`config.mk`:
```
export PLATFORM = sky130hd
export DESIGN_NAME = mm_job_scheduler
export DESIGN_NICKNAME = d
export VERILOG_FILES = /design/src/rtl/mm_job_scheduler_pkg.sv /design/src/rtl/mm_job_scheduler_job_fifo.sv /design/src/rtl/mm_job_scheduler.sv
export SDC_FILE = /design/constraint.sdc
export NUM_CORES = 1
export LEC_CHECK = 0
export BUFFER_PORTS_ARGS = -buffer_cell sky130_fd_sc_hd__buf_2
export CORE_MARGIN = 2
export CORE_UTILIZATION = 58
export DETAILED_ROUTE_END_ITERATION = 10
export PLACE_DENSITY = 0.76
export SLEW_MARGIN = 25
export SYNTH_ARGS = -nofsm -noshare
export SYNTH_HDL_FRONTEND = slang
export SYNTH_SLANG_ARGS = --single-unit
```
`constraint.sdc`:
```
create_clock -name clk_i -period 4.9 [get_ports clk_i]
set_input_delay 0.245 -clock clk_i [delete_from_list [all_inputs] [get_ports clk_i]]
set_output_delay 0.245 -clock clk_i [all_outputs]
set_load 0.01 [all_outputs]
```
`src/rtl/mm_job_scheduler_pkg.sv`:
```
// Shared types for the matrix-multiply job scheduler: FSM states,
// completion codes and the packed job-word width.
package mm_job_scheduler_pkg;

  typedef enum logic [2:0] {
    SCH_IDLE,
    SCH_ISSUE,
    SCH_RUN,
    SCH_RELEASE,
    SCH_REPORT
  } sch_state_e;

  typedef enum logic [1:0] {
    DONE_OK      = 2'd0,
    DONE_ZERO    = 2'd1,
    DONE_TIMEOUT = 2'd2
  } done_err_e;

  // Job word layout, LSB first: m, k, n, addr_a, addr_b, addr_p, id.
  function automatic int unsigned job_width(input int unsigned aw, input int unsigned idw);
    return 6 * aw + idw;
  endfunction

endpackage

```
`src/rtl/mm_job_scheduler_job_fifo.sv`:
```
// Synchronous job FIFO with occupancy count. A push into a full FIFO is
// accepted when a pop happens in the same cycle.
module job_fifo #(
  parameter int unsigned WIDTH = 8,
  parameter int unsigned DEPTH = 4
) (
  input  logic                       clk_i,
  input  logic                       rst_ni,
  input  logic                       push_i,
  input  logic [WIDTH-1:0]           data_i,
  input  logic                       pop_i,
  output logic [WIDTH-1:0]           data_o,
  output logic [$clog2(DEPTH):0]     count_o,
  output logic                       full_o,
  output logic                       empty_o
);

  localparam int unsigned PW = $clog2(DEPTH);

  logic [WIDTH-1:0] mem [DEPTH];
  logic [PW-1:0]    wr_ptr_q;
  logic [PW-1:0]    rd_ptr_q;
  logic [PW:0]      count_q;
  logic             do_push;
  logic             do_pop;

  assign empty_o = (count_q == '0);
  assign full_o  = (count_q == (PW+1)'(DEPTH));
  assign count_o = count_q;
  assign data_o  = mem[rd_ptr_q];

  assign do_pop  = pop_i && !empty_o;
  assign do_push = push_i && (!full_o || do_pop);

  // Storage write; contents need no reset since count gates visibility.
  always_ff @(posedge clk_i) begin
    if (do_push) begin
      mem[wr_ptr_q] <= data_i;
    end
  end

  // Pointers wrap naturally modulo DEPTH (power of two); count tracks occupancy.
  always_ff @(posedge clk_i or negedge rst_ni) begin
    if (!rst_ni) begin
      wr_ptr_q <= '0;
      rd_ptr_q <= '0;
      count_q  <= '0;
    end else begin
      if (do_push) wr_ptr_q <= wr_ptr_q + 1'b1;
      if (do_pop)  rd_ptr_q <= rd_ptr_q + 1'b1;
      case ({do_push, do_pop})
        2'b10:   count_q <= count_q + 1'b1;
        2'b01:   count_q <= count_q - 1'b1;
        default: count_q <= count_q;
      endcase
    end
  end

endmodule

```
`src/rtl/mm_job_scheduler.sv`:
```
// Matrix-multiply job scheduler: queues host jobs, runs them one at a time
// on the mm controller with a start/valid four-phase handshake, and reports
// each completion (ok, zero-dimension reject, or watchdog timeout).
module mm_job_scheduler
  import mm_job_scheduler_pkg::*;
#(
  parameter int unsigned AW    = 16,
  parameter int unsigned DEPTH = 4,
  parameter int unsigned IDW   = 4,
  parameter int unsigned TOW   = 20
) (
  input  logic                     clk_i,
  input  logic                     rst_ni,
  input  logic                     job_valid_i,
  output logic                     job_ready_o,
  input  logic [AW-1:0]            job_m_i,
  input  logic [AW-1:0]            job_k_i,
  input  logic [AW-1:0]            job_n_i,
  input  logic [AW-1:0]            job_addra_i,
  input  logic [AW-1:0]            job_addrb_i,
  input  logic [AW-1:0]            job_addrp_i,
  input  logic [IDW-1:0]           job_id_i,
  output logic                     done_valid_o,
  input  logic                     done_ready_i,
  output logic [IDW-1:0]           done_id_o,
  output logic [1:0]               done_err_o,
  output logic                     mm_start_o,
  input  logic                     mm_valid_i,
  output logic [AW-1:0]            mm_m_o,
  output logic [AW-1:0]            mm_k_o,
  output logic [AW-1:0]            mm_n_o,
  output logic [AW-1:0]            mm_base_a_o,
  output logic [AW-1:0]            mm_base_b_o,
  output logic [AW-1:0]            mm_base_p_o,
  output logic                     busy_o,
  output logic [$clog2(DEPTH):0]   pending_o
);

  localparam int unsigned JOB_W = job_width(AW, IDW);

  sch_state_e          state_q, state_d;
  done_err_e           err_q, err_d;
  logic [TOW-1:0]      wd_q, wd_d, wd_inc;
  logic                ready_q;
  logic                start_q;
  logic                done_valid_q;
  logic                fifo_push;
  logic                fifo_pop;
  logic                fifo_full;
  logic                fifo_empty;
  logic                load;
  logic [JOB_W-1:0]    fifo_din;
  logic [JOB_W-1:0]    fifo_dout;
  logic [AW-1:0]       head_m, head_k, head_n;
  logic [AW-1:0]       m_q, k_q, n_q, a_q, b_q, p_q;
  logic [IDW-1:0]      id_q;

  assign job_ready_o = ready_q && !fifo_full;
  assign fifo_push   = job_valid_i && job_ready_o;
  assign fifo_din    = {job_id_i, job_addrp_i, job_addrb_i, job_addra_i,
                        job_n_i, job_k_i, job_m_i};

  job_fifo #(
    .WIDTH (JOB_W),
    .DEPTH (DEPTH)
  ) u_job_fifo (
    .clk_i   (clk_i),
    .rst_ni  (rst_ni),
    .push_i  (fifo_push),
    .data_i  (fifo_din),
    .pop_i   (fifo_pop),
    .data_o  (fifo_dout),
    .count_o (pending_o),
    .full_o  (fifo_full),
    .empty_o (fifo_empty)
  );

  assign head_m = fifo_dout[0*AW +: AW];
  assign head_k = fifo_dout[1*AW +: AW];
  assign head_n = fifo_dout[2*AW +: AW];

  // Saturating watchdog increment; wd_inc is the count including this RUN cycle.
  assign wd_inc = (wd_q == '1) ? wd_q : wd_q + 1'b1;

  // Next-state, pop/load strobes, error code and watchdog update.
  always_comb begin
    state_d  = state_q;
    err_d    = err_q;
    wd_d     = wd_q;
    fifo_pop = 1'b0;
    load     = 1'b0;
    case (state_q)
      SCH_IDLE: begin
        if (!fifo_empty) begin
          fifo_pop = 1'b1;
          load     = 1'b1;
          if (head_m == '0 || head_k == '0 || head_n == '0) begin
            err_d   = DONE_ZERO;
            state_d = SCH_REPORT;
          end else begin
            err_d   = DONE_OK;
            state_d = SCH_ISSUE;
          end
        end
      end
      SCH_ISSUE: begin
        wd_d    = '0;
        state_d = SCH_RUN;
      end
      SCH_RUN: begin
        wd_d = wd_inc;
        if (mm_valid_i) begin
          err_d   = DONE_OK;
          state_d = SCH_RELEASE;
        end else if (wd_inc == '1) begin
          err_d   = DONE_TIMEOUT;
          state_d = SCH_RELEASE;
        end
      end
      SCH_RELEASE: begin
        wd_d = '0;
        if (err_q == DONE_TIMEOUT || !mm_valid_i) begin
          state_d = SCH_REPORT;
        end
      end
      SCH_REPORT: begin
        if (done_ready_i) begin
          state_d = SCH_IDLE;
        end
      end
      default: state_d = SCH_IDLE;
    endcase
  end

  // State, error, watchdog and registered handshake outputs.
  always_ff @(posedge clk_i or negedge rst_ni) begin
    if (!rst_ni) begin
      state_q      <= SCH_IDLE;
      err_q        <= DONE_OK;
      wd_q         <= '0;
      ready_q      <= 1'b0;
      start_q      <= 1'b0;
      done_valid_q <= 1'b0;
    end else begin
      state_q      <= state_d;
      err_q        <= err_d;
      wd_q         <= wd_d;
      ready_q      <= 1'b1;
      start_q      <= (state_d == SCH_ISSUE) || (state_d == SCH_RUN);
      done_valid_q <= (state_d == SCH_REPORT);
    end
  end

  // Job registers: loaded on pop, held through IDLE so the controller never sees a glitch.
  always_ff @(posedge clk_i or negedge rst_ni) begin
    if (!rst_ni) begin
      m_q  <= '0;
      k_q  <= '0;
      n_q  <= '0;
      a_q  <= '0;
      b_q  <= '0;
      p_q  <= '0;
      id_q <= '0;
    end else if (load) begin
      m_q  <= head_m;
      k_q  <= head_k;
      n_q  <= head_n;
      a_q  <= fifo_dout[3*AW +: AW];
      b_q  <= fifo_dout[4*AW +: AW];
      p_q  <= fifo_dout[5*AW +: AW];
      id_q <= fifo_dout[6*AW +: IDW];
    end
  end

  assign mm_start_o   = start_q;
  assign mm_m_o       = m_q;
  assign mm_k_o       = k_q;
  assign mm_n_o       = n_q;
  assign mm_base_a_o  = a_q;
  assign mm_base_b_o  = b_q;
  assign mm_base_p_o  = p_q;
  assign done_valid_o = done_valid_q;
  assign done_id_o    = id_q;
  assign done_err_o   = err_q;
  assign busy_o       = (state_q != SCH_IDLE) || !fifo_empty;

endmodule

```
# ---- After elaboration in Yosys (flattened, before gate mapping)
# Memories as Yosys holds them, arrays and structs flattened.
# Cells that the tools add are included.
dict set report totals {
  reg_bits 135
  latchBits 0
  ramBits 400
  rom_bits 0
  inputBits 105
  output_inout_bits 109
  word_cells 80
  n_memories 1
}
dict set report op_classes {
  addsub 5
  mul 0
  div_mod_pow 0
  n_lt_le_gt_ge 0
  n_eq_ne 15
  shift 0
  muxes 19
  n_bitwise 0
  n_reduce_logical 24
}
# name depth word_bits rd rd_ports_with_merged_regs wr line
set memory_table {}
lappend memory_table {u_job_fifo.mem 4 100 1 0 1 mm_job_scheduler_job_fifo.sv:20} ;# logic [WIDTH-1:0] mem [DEPTH];
# cell count
set op_table {}
lappend op_table {{16-bit zero test} 3}
lappend op_table {{20-bit == test (second input constant)} 2}
lappend op_table {{20-bit one-hot mux with 2 select lines} 1}
lappend op_table {{20-bit by 1-bit adder with 20-bit output (second input constant)} 1}
lappend op_table {{20-bit two-way mux} 1}
lappend op_table {{3-bit two-way mux} 6}
lappend op_table {{3-bit one-hot mux with 5 select lines} 1}
lappend op_table {{3-bit by 2-bit == test with 1-bit output (second input constant)} 3}
lappend op_table {{3-bit == test (second input constant)} 3}
lappend op_table {{3-bit by 1-bit == test with 1-bit output (second input constant)} 2}
lappend op_table {{3-bit zero test} 2}
lappend op_table {{1-bit logical OR} 6}
lappend op_table {{2-bit two-way mux} 3}
lappend op_table {{3-bit one-hot mux with 2 select lines} 1}
lappend op_table {{2-bit nonzero test} 3}
lappend op_table {{1-bit two-way mux} 5}
lappend op_table {{2-bit by 1-bit adder with 2-bit output (second input constant)} 2}
lappend op_table {{2-bit == test (second input constant)} 2}
lappend op_table {{1-bit logical AND} 4}
lappend op_table {{2-bit one-hot mux with 2 select lines} 1}
lappend op_table {{3-bit by 1-bit adder with 3-bit output (second input constant)} 1}
lappend op_table {{1-bit zero test} 3}
lappend op_table {{3-bit inequality test (second input constant)} 1}
lappend op_table {{3-bit AND reduction} 1}
lappend op_table {{other kinds (5)} 5}

# ---- Depth between registers and ports, before layout
# Gate-level depths: netlist of run 1.
# An unclocked memory read counts as a cell.
dict set report depth {
  depth_word 9
  mapped_depth 11
  ltp_nobuf 10
}

# ---- Cells and area by module
# Synthesis of run 1 repeated with hierarchy kept, for this count alone.
dict set report hier_totals {
  cells_unflattened 1238
  hier_area_um2 20559.7
}
# mod n_inst cells_each area_per_inst_um2 seq_area_each_um2
set by_module_without_submodules {}
lappend by_module_without_submodules {job_fifo 1 576 14898.0 12186.7}
lappend by_module_without_submodules {mm_job_scheduler 1 662 5661.7 3203.1}

# ---- Least setup slack after synthesis of run 1
# No wires, ideal clock.
dict set report synth_path {
  path_type {flip-flop to flip-flop}
  from {reg u_job_fifo.count_q[1] (netlist: u_job_fifo.count_o[1])}
  to {mem u_job_fifo.mem[0][0] in the netlist's numbering, enable pin}
  setup_time_ns 0.471
  arrival_ns 3.342
  required_time_ns 4.429
  setup_slack_ns 1.087
  stages_incl_launch_ff 4
  path_buffers 0
  synth_period_minus_slack_ns 3.813
  cell_sequence {dfrtp_1 inv_1 a31oi_1 and3_1}
}
dict set report synth_between {
  word_cells_on_any_way 13
  cone_classes {1 x eq/ne; 4 x mux; 8 x reduce/logical}
}
# item line
set synth_lines {}
lappend synth_lines {{start, declared} mm_job_scheduler_job_fifo.sv:23} ;# logic [PW:0] count_q;
lappend synth_lines {{start signal, assigned} mm_job_scheduler_job_fifo.sv:52} ;# 2'b10: count_q <= count_q + 1'b1;
lappend synth_lines {{start signal, assigned} mm_job_scheduler_job_fifo.sv:53} ;# 2'b01: count_q <= count_q - 1'b1;
lappend synth_lines {{start signal, assigned} mm_job_scheduler_job_fifo.sv:54} ;# default: count_q <= count_q;
lappend synth_lines {{3-bit == test} mm_job_scheduler_job_fifo.sv:28} ;# assign full_o = (count_q == (PW+1)'(DEPTH));
lappend synth_lines {{1-bit zero test} mm_job_scheduler.sv:58} ;# assign job_ready_o = ready_q && !fifo_full;
lappend synth_lines {{1-bit logical AND} mm_job_scheduler.sv:58}
lappend synth_lines {{net job_ready_o} mm_job_scheduler.sv:15} ;# output logic job_ready_o,
lappend synth_lines {{1-bit logical AND} mm_job_scheduler.sv:59} ;# assign fifo_push = job_valid_i && job_ready_o;
lappend synth_lines {{1-bit logical AND} mm_job_scheduler_job_fifo.sv:33} ;# assign do_push = push_i && (!full_o || do_pop);
lappend synth_lines {{1-bit two-way mux} mm_job_scheduler_job_fifo.sv:37} ;# if (do_push) begin
lappend synth_lines {{1-bit two-way mux (implied by the code)} mm_job_scheduler_job_fifo.sv:38} ;# mem[wr_ptr_q] <= data_i;
lappend synth_lines {{end, declared} mm_job_scheduler_job_fifo.sv:20}
# The timed path passes the listed nets, and every way through them passes these cells.

# ---- Worst setup path in the final report of run 1
dict set report layout_path {
  from {reg u_job_fifo.rd_ptr_q[0]}
  to {reg state_q[2]}
}
dict set report layout_between {
  elab_chain_cells 7
  word_cells_on_any_way 9
  cone_classes {3 x mux; 5 x reduce/logical; 1 x memory}
}
# item line
set layout_lines {}
lappend layout_lines {{start, declared} mm_job_scheduler_job_fifo.sv:22} ;# logic [PW-1:0] rd_ptr_q;
lappend layout_lines {{start signal, assigned} mm_job_scheduler_job_fifo.sv:50} ;# if (do_pop) rd_ptr_q <= rd_ptr_q + 1'b1;
lappend layout_lines {{memory 4 x 100 bit *} --}
lappend layout_lines {{16-bit zero test} mm_job_scheduler.sv:97} ;# if (head_m == '0 || head_k == '0 || head_n == '0) begin
lappend layout_lines {{1-bit logical OR} mm_job_scheduler.sv:97}
lappend layout_lines {{1-bit logical OR *} mm_job_scheduler.sv:97}
lappend layout_lines {{3-bit two-way mux *} mm_job_scheduler.sv:97}
lappend layout_lines {{3-bit two-way mux *} mm_job_scheduler.sv:94} ;# if (!fifo_empty) begin
lappend layout_lines {{3-bit one-hot mux with 5 select lines *} mm_job_scheduler.sv:92} ;# case (state_q)
lappend layout_lines {{net state_d[2]} mm_job_scheduler.sv:41} ;# sch_state_e state_q, state_d;
lappend layout_lines {{end signal, assigned} mm_job_scheduler.sv:145} ;# state_q <= state_d;
lappend layout_lines {{end, declared} mm_job_scheduler.sv:41}
# Mark *: on every way through the listed nets, which the timed path passes. The rest lies on a longest branch.
# A chain may end at the register's enable or synchronous reset.

==> results of run 1 <==
## power breakdown
| part | switching, uW | leakage (uW) | internal, uW |
|---|---|---|---|
| clock | 1650 | 0.000877 | 2460 |
| sequential | 514 | 0.00533 | 5740 |
| combinational | 2250 | 0.00331 | 1630 |
| total | 4410 | 0.00951 | 9830 |
## kinds of logic (layout without fill, tap and decap cells)
group,after synthesis,after routing
AO/OA/AOI/OAI,69,69
multiplexers,102,102
flip-flops,535,535
other,1,8
buffers and inverters,73,439
adder cells (fa/ha/maj),7,7
AND/OR/NAND/NOR,416,416
XOR/XNOR,11,11
## metal layers
| layer | up-vias | part of all wire |
|---|---|---|
| li1 | 5216 | - |
| met1 | 5925 | 0.41 |
| met2 | 427 | 0.50 |
| met3 | 76 | 0.066 |
| met4 | 0 | 0.026 |
| met5 | - | 0 |
## tightest hold or removal path, cell delays in order
cell	delay, ns
buf_2	0.12
and2_1	0.22
xnor2_1	0.08
## final cells by class
cell class                      instances  area (um^2)
Sequential cell                       535        15400
Fill cell                            2168         9760
Multi-Input combinational cell        606         4700
Timing Repair Buffer                  325         2240
Clock buffer                           81         1560
Tap cell                              455          569
Clock inverter                         17          226
Inverter                               16         62.6
Antenna cell                            7         17.5
## repair_timing
action	CTS	global route
resized for setup	0	0
buffers inserted	0	0
endpoints found under the hold margin	478	0
hold buffers	102	0
## per-stage QoR
stage / instance area (um^2) / setup WS [ns] / utilization
after floorplan: 20400 / 1.09 / -
after detailed placement: 21900 / 1.66 / 0.635
after CTS: 24700 / 1.58 / 0.716
after global routing: 24800 / 1.59 / 0.717
final: 24800 / 1.79 / 0.717
after global placement: 21900 / 1.69 / 0.635
## final timing paths
check / start / to / slack, ns
setup / recovery: u_job_fifo.rd_ptr_q[0] / state_q[2] / 1.79
hold / removal: job_valid_i / u_job_fifo.wr_ptr_q[0] / 0.13
setup reg to reg: u_job_fifo.rd_ptr_q[0] / state_q[2] / 1.79
hold reg to reg: mm_k_o[8] / mm_k_o[8] / 0.47
max in group asynchronous: rst_ni / u_job_fifo.count_o[0] / 3.21
min in group asynchronous: rst_ni / mm_k_o[5] / 0.32
## layout by cell type (no fill, tap or decap), types with 5 or more instances in the layout
cell / n
clkbuf_1: 17
dfrtp_1: 133
bufinv_16: 5
nor3_1: 7
nand4_1: 10
mux4_2: 100
inv_1: 15
a31oi_1: 6
buf_12: 6
clkbuf_8: 9
diode_2: 7
nor2_1: 9
clkinv_2: 6
edfxtp_1: 400
dlygate4sd3_1: 102
xnor2_1: 8
ha_1: 6
nand2_1: 337
o21ai_0: 31
a22o_1: 7
buf_2: 212
nor4_1: 15
a21oi_1: 12
clkbuf_16: 55
nand3_1: 7
## registers in the layout, summed over array words and instances (netlist names)
register	flops
wd_q	20
done_err_o	2
mm_base_a_o	16
done_id_o	4
mm_n_o	16
mm_base_b_o	16
ready_q	1
u_job_fifo.mem	400
mm_m_o	16
mm_start_o	1
mm_base_p_o	16
u_job_fifo.rd_ptr_q	2
done_valid_o	1
u_job_fifo.count_o	3
state_q	3
u_job_fifo.wr_ptr_q	2
mm_k_o	16
==> metrics.md, run 1 <==
| Metric | Value |
|---|---|
| Outcome | `completed` |
| Max_slew headroom | `0.352` |
| Top Usage Layer GRT | `met2` |
| Hold slack | `~0.13 ns` |
| Final Power | `around 14000 uW` |
| CP Depth | `6` |
| Cts bufs inserted | `52` |
| Met2 usage in global routing | `0.431` |
| Yosys top cell area share | `0.589` |
| Synth cell types | `55` |
| Max Cap Viol | `0` |
| Remaining DRCs | `0` |
| GP Congestion | `around 0.87` |
| Yosys top cell by area | `edfxtp_1` |
| Post-Route WL | `44500 um` |
| Count leader, synth | `edfxtp_1` |
| Hold Fails Final Rpt | `0` |
| Layout cells sized above 1 | `0.268` |
| CTS root buf | `clkbuf_16` |
| I/O pin cnt | `about 210` |
| GRT overflow | `0` |
| Nets | `between 1500 and 2000` |
| Fin crit share | `0.634` |
| Placed Cells incl. Taps | `between 1500 and 2000` |
| Maximum fanout along the worst path | `28` |
| Met3 usage | `0.0536` |
| Asr flop ratio synth | `0.252` |
| Maximum VDD drop | `around 0.00034 V` |
| Largest net degree at the start of global routing | `~100` |
| Met1 Use GR | `0.332` |
| CP Buf/Inv Count | `1` |
| Die area | `about 37000 um^2` |
| Tightest Hold Check Type | `in -> reg` |
| Post-Synth Adder-Cell Area | `0.00467` |
| Critical path arrival | `3.62 ns` |
| Initial Utilization | `0.590` |
| Post-synthesis mux area share | `0.112` |
| Clock Latency Late Sink | `about 0.6 ns` |
| Crit path max-delay family | `simple AND/OR/NAND/NOR gates` |
| Kind of critical path | `reg -> reg` |
| Final Skew | `between 0.02 and 0.03 ns` |
| Die Y-Extent | `191 um` |
| Post-synthesis cell count | `1214` |
| CTS tree | `done` |
| Fmax achieved | `around 320 MHz` |
| First-pass iteration count of the detailed router | `5` |
| Slowest-stage cell, CP | `dfrtp_4` |
| # setup viols final | `0` |
| GRT Total Usage | `0.254` |
| RSZ-0062 raised after global routing | `no` |
| Critical path cell sequence | `buf_12, mux4_2, nor4_1, nand4_1, a31oi_1, a311o_1` |
| Synth Flop Type | `edfxtp_1` |
| Clock transition at the registers of the reported paths | `around 0.060 ns` |
| Mapped Nets | `1326` |
| Count of warnings emitted by yosys | `0` |
| Worst-margin pin slew | `~0.97 ns` |
| Synthesized cell area | `about 20000 um^2` |
| Core ar. | `34500 um^2` |
| Die width | `roughly 190 um` |
| Total power per unit cell area | `575 nW/um^2` |
| Drt wl/cell | `21.8 um` |
| IO Port Bufs | `approximately 210` |
| Area share of xor/xnor cells in the synthesized design | `0.00473` |
| CTS Buffer Depth | `3` |
| Final Max Slew Viols | `0` |
| Worst-case reg-to-reg path depth | `6` |
| Final HPWL DP | `roughly 24000 um` |
| Vias per cell | `approximately 5.7` |
| Row count | `68` |
| Syn Area/Cell | `16.8 um^2` |
| Vias in the first global route | `roughly 12000` |
| Clock Sinks | `535` |
| Area contributors post-synth | `edfxtp_1 (59%), dfrtp_1 (17%), mux4_2 (11%)` |
| H-tree levels | `2` |
| Compound-Gate Fraction of Synth Area | `0.0208` |
| Area growth, synth to finish | `21.6%` |
| Number of routed nets with antenna violations | `0` |
| Largest family of logic cells by synthesized area | `multiplexers` |
| Sequential area share after synthesis | `0.755` |
| EDFF count, synth | `400` |
| Post-synth top cells | `edfxtp_1 (400), nand2_1 (337), dfrtp_1 (135), mux4_2 (100), clkbuf_1 (35)` |
| DR vias | `11644` |
| Post-Synth Simple-Gate Area | `0.0873` |
| CP startpoint kind | `flop` |
| Min-Delay Path Depth | `3` |
| WP data required | `between 5 and 6 ns` |
| Final std cells w/o fill | `just over 2000` |
| First-pass GRT wire length | `slightly below 70000 um` |
| Initial DRC count | `926` |
| Setup TNS | `0 ns` |
| CP peak stage delay | `between 0.7 and 0.8 ns` |
| Worst Setup End Kind | `flop` |
| Minimum clock period | `3.11 ns` |
| Post-synthesis register bit count | `between 500 and 600` |
| Pleak | `around 0.0095 uW` |
| Initial antenna violation count | `7` |
Power figures use the tool's default switching activity.
==> run 2, diff against run 1 <==
CORE_UTILIZATION = 53   (was 58)
PLACE_DENSITY = 0.73   (was 0.76)
clock period = 2.76 ns   (was 4.9 ns; I/O delays follow)
==> run 2 against run 1 <==
Via count increased by 1.2%; total power up 78%; maximum frequency grew 16%; first-iteration DRC count decreased by 11%; clock skew down 0.0073 ns; hold slack about the same; critical path type unchanged; largest power group unchanged.
==> metrics.md, run 2 (synthesized netlist as in run 1, its figures left out) <==
| Metric | Value |
|---|---|
| Outcome | `completed` |
| Cts bufs inserted | `51 (-1.9%)` |
| First-pass GRT wire length | `70100 um (+0.89%)` |
| Hold slack | `0.128 ns (+0.000281 ns)` |
| Worst-margin pin slew | `0.898 ns (-0.0745 ns)` |
| Most common cell after layout, fill and taps aside | `edfxtp_1` |
| Area growth, synth to finish | `24.0%` |
| Nets | `1690 (+2.5%)` |
| Reg with most FFs | `u_job_fifo.mem` |
| Highest metal used | `met4` |
| H-tree levels | `2 (unchanged)` |
| Max Cap Viol | `0 (unchanged)` |
| I/O pin cnt | `214 (unchanged)` |
| Leading registers by flop count | `u_job_fifo.mem: 400 flops, wd_q: 20 flops` |
| Max_slew headroom | `0.402 (+0.0497)` |
| Clock Power Share | `0.282 (-0.007)` |
| Row count | `71 (+4.4%)` |
| Comb pwr share | `0.290 (+0.018)` |
| Initial antenna violation count | `1 (-6)` |
| Vias per cell | `5.52 (-3.1%)` |
| Clock Sinks | `535 (unchanged)` |
| Maximum VDD drop | `0.000610 V (+78%)` |
| IO Port Bufs | `213 (unchanged)` |
| Fin crit share | `0.972 (+0.337)` |
| Largest net degree at the start of global routing | `104 (+3.0%)` |
| Minimum clock period | `2.68 ns (-0.426 ns)` |
| Final Skew | `0.0198 ns (-0.00734 ns)` |
| Initial DRC count | `822 (-11%)` |
| WL met3 | `2890 um (-1.2%)` |
| Total power per unit cell area | `1010 nW/um^2 (+75%)` |
| DR vias | `11782 (+1.2%)` |
| CTS Buffer Depth | `3 (unchanged)` |
| Wl on met1 | `18700 um (+3.5%)` |
| Sequential Power Share | `0.429 (-0.010)` |
| Sw Ratio | `0.309 (-0.00117)` |
| Final Max Slew Viols | `0 (unchanged)` |
| Max reg flops | `400 (unchanged)` |
| Hold Fails Final Rpt | `0 (unchanged)` |
| Layout cells sized above 1 | `0.284 (+0.0160)` |
| First-pass iteration count of the detailed router | `5 (unchanged)` |
| Pleak | `0.00976 uW (+2.6%)` |
| Routed wl met2 | `22900 um (+2.7%)` |
| Drt wl/cell | `21.3 um (-2.1%)` |
| Maximum fanout along the worst path | `29 (+3.6%)` |
| Internal power | `17600 uW (+79%)` |
| Switching power | `7840 uW (+78%)` |
| Setup TNS | `0 ns (unchanged)` |
| Post-Route WL | `45400 um (+2.2%)` |
| Clock Latency Late Sink | `0.60 ns (about the same)` |
| Kind of critical path | `reg -> reg` |
| Die width | `200 um (+4.5%)` |
| Number of fill cells | `2562 (+18%)` |
| Final HPWL DP | `27700 um (+14%)` |
| CTS tree | `done` |
| GP Congestion | `0.869 (about the same)` |
| CP startpoint kind | `flop` |
| Remaining DRCs | `0 (unchanged)` |
| Tightest Hold Check Type | `in -> async` |
| WP data required | `3.28 ns (-2.13 ns)` |
| R2R setup slack | `0.08 ns (-1.71 ns)` |
| GRT overflow | `0 (unchanged)` |
| CTS root buf | `clkbuf_16` |
| Clock transition at the registers of the reported paths | `0.06 ns (about the same)` |
| GRT Total Usage | `0.235 (-0.0184)` |
| Core ar. | `37800 um^2 (+9.3%)` |
| Initial Utilization | `0.540 (-0.0502)` |
| Fmax achieved | `373 MHz (+16%)` |
| # setup viols final | `0 (unchanged)` |
| Die area | `40000 um^2 (+9.2%)` |
| Critical path arrival | `3.20 ns (-0.42 ns)` |
| Vias in the first global route | `12491 (+1.4%)` |
| Die Y-Extent | `200 um (+4.5%)` |
| Worst Setup End Kind | `flop` |
| Number of routed nets with antenna violations | `0 (unchanged)` |
| Most frequent cells in the layout | `edfxtp_1 (400), nand2_1 (337), buf_2 (212), dfrtp_1 (133), dlygate4sd3_1 (104)` |
## run 2: final timing paths
check / start / endpoint / depth (start not counted)
worst max-delay path: u_job_fifo.rd_ptr_q[0] / done_valid_o / 6
worst min-delay path: rst_ni / mm_m_o[2] / 2
worst max register to register: u_job_fifo.rd_ptr_q[0] / done_valid_o / 6
worst min register to register: done_id_o[0] / done_id_o[0] / 2
max in group asynchronous: rst_ni / mm_base_p_o[3] / 3
min in group clk_i: job_m_i[10] / u_job_fifo.mem[0][10] / 2
## run 2: critical path, stage by stage, from the launching register on
cell and delay [ns]:
dfrtp_4 0.52, buf_12 0.28, mux4_2 0.56, nor4_1 0.53, nand4_1 0.25, a31oi_2 0.31, a311o_1 0.16
## run 2: area by class of cell
| cell class | count | area (um^2) | share of cell area |
|---|---|---|---|
| flip-flops and latches | 535 | 15400 | 0.609 |
| inverters | 16 | 62.6 | 0.00248 |
| clock buffers | 71 | 1410 | 0.0560 |
| multi-input cells | 606 | 4720 | 0.187 |
| repair buffers | 368 | 2720 | 0.108 |
| diodes | 1 | 2.50 | 0.0000990 |
| clock inverters | 25 | 308 | 0.0122 |
| well taps | 511 | 639 | 0.0253 |
## run 2: per-layer routing
layer	GRT usage	vias up
met2	0.395	366
met1	0.312	6068
met5	0	-
met3	0.0534	65
met4	0.0669	0
li1	-	5283
## run 2: through the flow
step | util | setup slack [ns] | total power (uW) | std cells | cell area, um^2
4_1_cts | 0.668 | 0.0550 | 25700 | 2131 | 25200
5_1_grt | 0.669 | -0.0156 | 26700 | 2133 | 25300
6_report | 0.669 | 0.0778 | 25400 | 2133 | 25300
3_5_place_dp | 0.595 | 0.0766 | 18400 | 1931 | 22500
2_1_floorplan | - | 0.0732 | 15600 | 1214 | 20400
3_3_place_gp | 0.595 | 0.143 | 18100 | 1931 | 22500
## run 2: power groups by stage
stage,Sequential (uW),Clock [uW],Combinational (uW)
floorplan,11200,0,4390
global placement,11000,0,7190
detailed placement,11000,0,7350
CTS,10900,7270,7510
global route,11000,7570,8130
finish,10900,7160,7360
## run 2: what timing repair did
item                                   in CTS  in global routing
gates resized for setup                     0                  3
setup buffers                               0                  1
setup endpoints to repair                   0                  4
endpoints found under the hold margin     471                  0
hold buffers                              104                  0
==> run 3, diff against run 2 <==
CORE_UTILIZATION = 50   (was 53)
PLACE_DENSITY = 0.69   (was 0.73)
==> run 3 against run 2 <==
Clock power rose by 2.9%; die area rose by 5.9%; non-clock buffer count is 9 lower; design area up 0.16%; clock-buffer cell count grew 8; total power grew 1.2%; flip-flop and latch count unchanged; via count shrank 0.37%; critical path depth grew 2; core utilization is 3.7 points lower; final cell count rose by 0.38%; critical path type unchanged; largest cell class unchanged.
==> metrics.md, run 3 (synthesized netlist as in run 1, its figures left out) <==
| Metric | Value |
|---|---|
| Outcome | `completed` |
| WP data required | `3.24 ns (-0.04 ns)` |
| Row count | `73 (+2.8%)` |
| Max_slew headroom | `0.521 (+0.119)` |
| Drt wl/cell | `20.8 um (-2.6%)` |
| CTS root buf | `clkbuf_16` |
| Total power per unit cell area | `1020 nW/um^2 (+1.1%)` |
| Final Max Slew Viols | `0 (unchanged)` |
| IO Port Bufs | `213 (unchanged)` |
| Critical path cell sequence | `ha_1, nand3_2, nor3_2, xnor2_1, a32oi_1, or3_1, or4_4, a31o_1` |
| Clock Sinks | `535 (unchanged)` |
| GRT overflow | `0 (unchanged)` |
| Reg with most FFs | `u_job_fifo.mem` |
| Vias in the first global route | `12366 (-1.0%)` |
| Worst Setup End Kind | `flop` |
| Vias per cell | `5.48 (-0.75%)` |
| Number of fill cells | `2856 (+11%)` |
| CTS tree | `done` |
| Most common cell after layout, fill and taps aside | `edfxtp_1` |
| Initial DRC count | `748 (-9.0%)` |
| Most frequent cells in the layout | `edfxtp_1 (400), nand2_1 (337), buf_2 (212), dfrtp_1 (133), dlygate4sd3_1 (103)` |
| Layout cells sized above 1 | `0.285 (+0.00106)` |
| Fmax achieved | `380 MHz (+1.9%)` |
| Pre-CTS setup slack | `-0.0130 ns (-0.0895 ns)` |
| Max Cap Viol | `0 (unchanged)` |
| Remaining DRCs | `0 (unchanged)` |
| Core ar. | `40000 um^2 (+6.0%)` |
| Post-Route WL | `44400 um (-2.2%)` |
| Final HPWL DP | `26700 um (-3.5%)` |
| Hold slack | `0.0456 ns (-0.0827 ns)` |
| First-pass GRT wire length | `69200 um (-1.3%)` |
| Pleak | `0.00974 uW (-0.25%)` |
| CTS Buffer Depth | `3 (unchanged)` |
| Placed Cells incl. Taps | `1931 (unchanged)` |
| Largest net degree at the start of global routing | `104 (unchanged)` |
| Crit path max-delay family | `simple AND/OR/NAND/NOR gates` |
| Minimum clock period | `2.63 ns (-0.0497 ns)` |
| Slowest-stage cell, CP | `or4_4` |
| Number of routed nets with antenna violations | `0 (unchanged)` |
| Tightest Hold Check Type | `in -> reg` |
| R2R setup slack | `0.13 ns (+0.05 ns)` |
| Area growth, synth to finish | `24.2%` |
| GP Congestion | `0.851 (-2.0%)` |
| Die Y-Extent | `206 um (+2.9%)` |
| Initial Utilization | `0.509 (-0.0304)` |
| CP startpoint kind | `flop` |
| GRT Total Usage | `0.216 (-0.0189)` |
| Fin crit share | `0.954 (-0.0180)` |
| Footprint of the multi-input gates | `4720 um^2 (about the same)` |
| Final worst setup slack | `0.127 ns (+0.0497 ns)` |
| Cts bufs inserted | `53 (+3.9%)` |
| # setup viols final | `0 (unchanged)` |
| Final std cells w/o fill | `2141 (+0.38%)` |
| Final Skew | `0.0209 ns (+0.00112 ns)` |
| Maximum VDD drop | `0.000626 V (+2.6%)` |
| CP peak stage delay | `0.55 ns (about the same)` |
| Die area | `42400 um^2 (+5.9%)` |
| FF+latch area | `15400 um^2 (unchanged)` |
| Max reg flops | `400 (unchanged)` |
| DR vias | `11738 (-0.37%)` |
| Worst-margin pin slew | `0.719 ns (-0.179 ns)` |
| Kind of critical path | `reg -> reg` |
| Clock Latency Late Sink | `0.60 ns (about the same)` |
| H-tree levels | `2 (unchanged)` |
| End-of-flow core utilization | `0.633 (-0.0366)` |
| Leading registers by flop count | `u_job_fifo.mem: 400 flops, wd_q: 20 flops` |
| RSZ-0062 raised after global routing | `yes` |
| Initial antenna violation count | `2 (+1)` |
| I/O pin cnt | `214 (unchanged)` |
| First-pass iteration count of the detailed router | `5 (unchanged)` |
| Nets | `1683 (-0.41%)` |
| Maximum fanout along the worst path | `7 (-76%)` |
| Hold Fails Final Rpt | `0 (unchanged)` |
| Critical path arrival | `3.11 ns (-0.09 ns)` |
| Die width | `206 um (+2.9%)` |
| CP Buf/Inv Count | `0 (-1)` |
| Clock transition at the registers of the reported paths | `0.06 ns (about the same)` |
| Setup TNS | `0 ns (unchanged)` |
run 3: cell types whose count changed in the layout (fill, tap and decap cells not counted):
| cell | change |
|---|---|
| bufinv_16 | -1 |
| nor4_4 | -1 |
| clkinvlp_4 | +1 |
| clkinv_4 | +1 |
| dlygate4sd3_1 | -1 |
| nor4_1 | -2 |
| clkbuf_16 | +1 |
| inv_6 | +2 |
| clkinv_2 | -5 |
| clkbuf_8 | +7 |
| buf_4 | -8 |
| nor4_2 | +3 |
| clkinv_1 | -3 |
run 3: worst paths after layout:
| path | from | endpoint | depth (start not counted) |
|---|---|---|---|
| worst max-delay path | wd_q[0] | done_err_o[0] | 8 |
| worst min-delay path | done_ready_i | done_valid_o | 3 |
| worst max register to register | wd_q[0] | done_err_o[0] | 8 |
| worst min register to register | mm_m_o[14] | mm_m_o[14] | 2 |
| max in group asynchronous | rst_ni | mm_m_o[6] | 3 |
| min in group asynchronous | rst_ni | mm_k_o[6] | 2 |
run 3: through the flow:
stage	instance area, um^2	power [uW]
finish	25300	25700
global route	25300	27100
CTS	25200	25900
detailed placement	22400	18400
global placement	22400	18200
floorplan	20400	15600
run 3: worst reg2reg max path: stages (launching register included):
cell and delay [ns]:
dfrtp_1 0.35, ha_1 0.28, nand3_2 0.22, nor3_2 0.28
xnor2_1 0.14, a32oi_1 0.11, or3_1 0.37, or4_4 0.55
a31o_1 0.23
run 3: layer usage:
layer	up-vias	routed length, um	GRT usage
met1	6060	18700	0.290
met3	72	2710	0.0440
met4	2	1110	0.0740
met2	336	21900	0.358
li1	5268	-	-
met5	-	13	0
run 3: area by class of cell:
type                            instances  area share
Multi-Input combinational cell        606       0.187
Clock inverter                         20      0.0109
Timing Repair Buffer                  359       0.105
Antenna cell                            1   0.0000989
Inverter                               16     0.00247
Sequential cell                       535       0.608
Tap cell                              525      0.0260
Clock buffer                           79      0.0607
run 3: report_power, final:
group | internal (uW) | switching, uW | leakage, uW | total, uW
combinational | 3250 | 4260 | 0.00352 | 7510
clock | 4420 | 2950 | 0.000885 | 7370
sequential | 10200 | 656 | 0.00533 | 10800
total | 17900 | 7860 | 0.00974 | 25700
run 3: what timing repair did:
action	4_1_cts	5_1_grt
endpoints found under the setup margin	4	5
endpoints found under the hold margin	470	0
buffers inserted	1	6
resized for setup	1	3
pin swaps	1	0
hold buffers	103	0
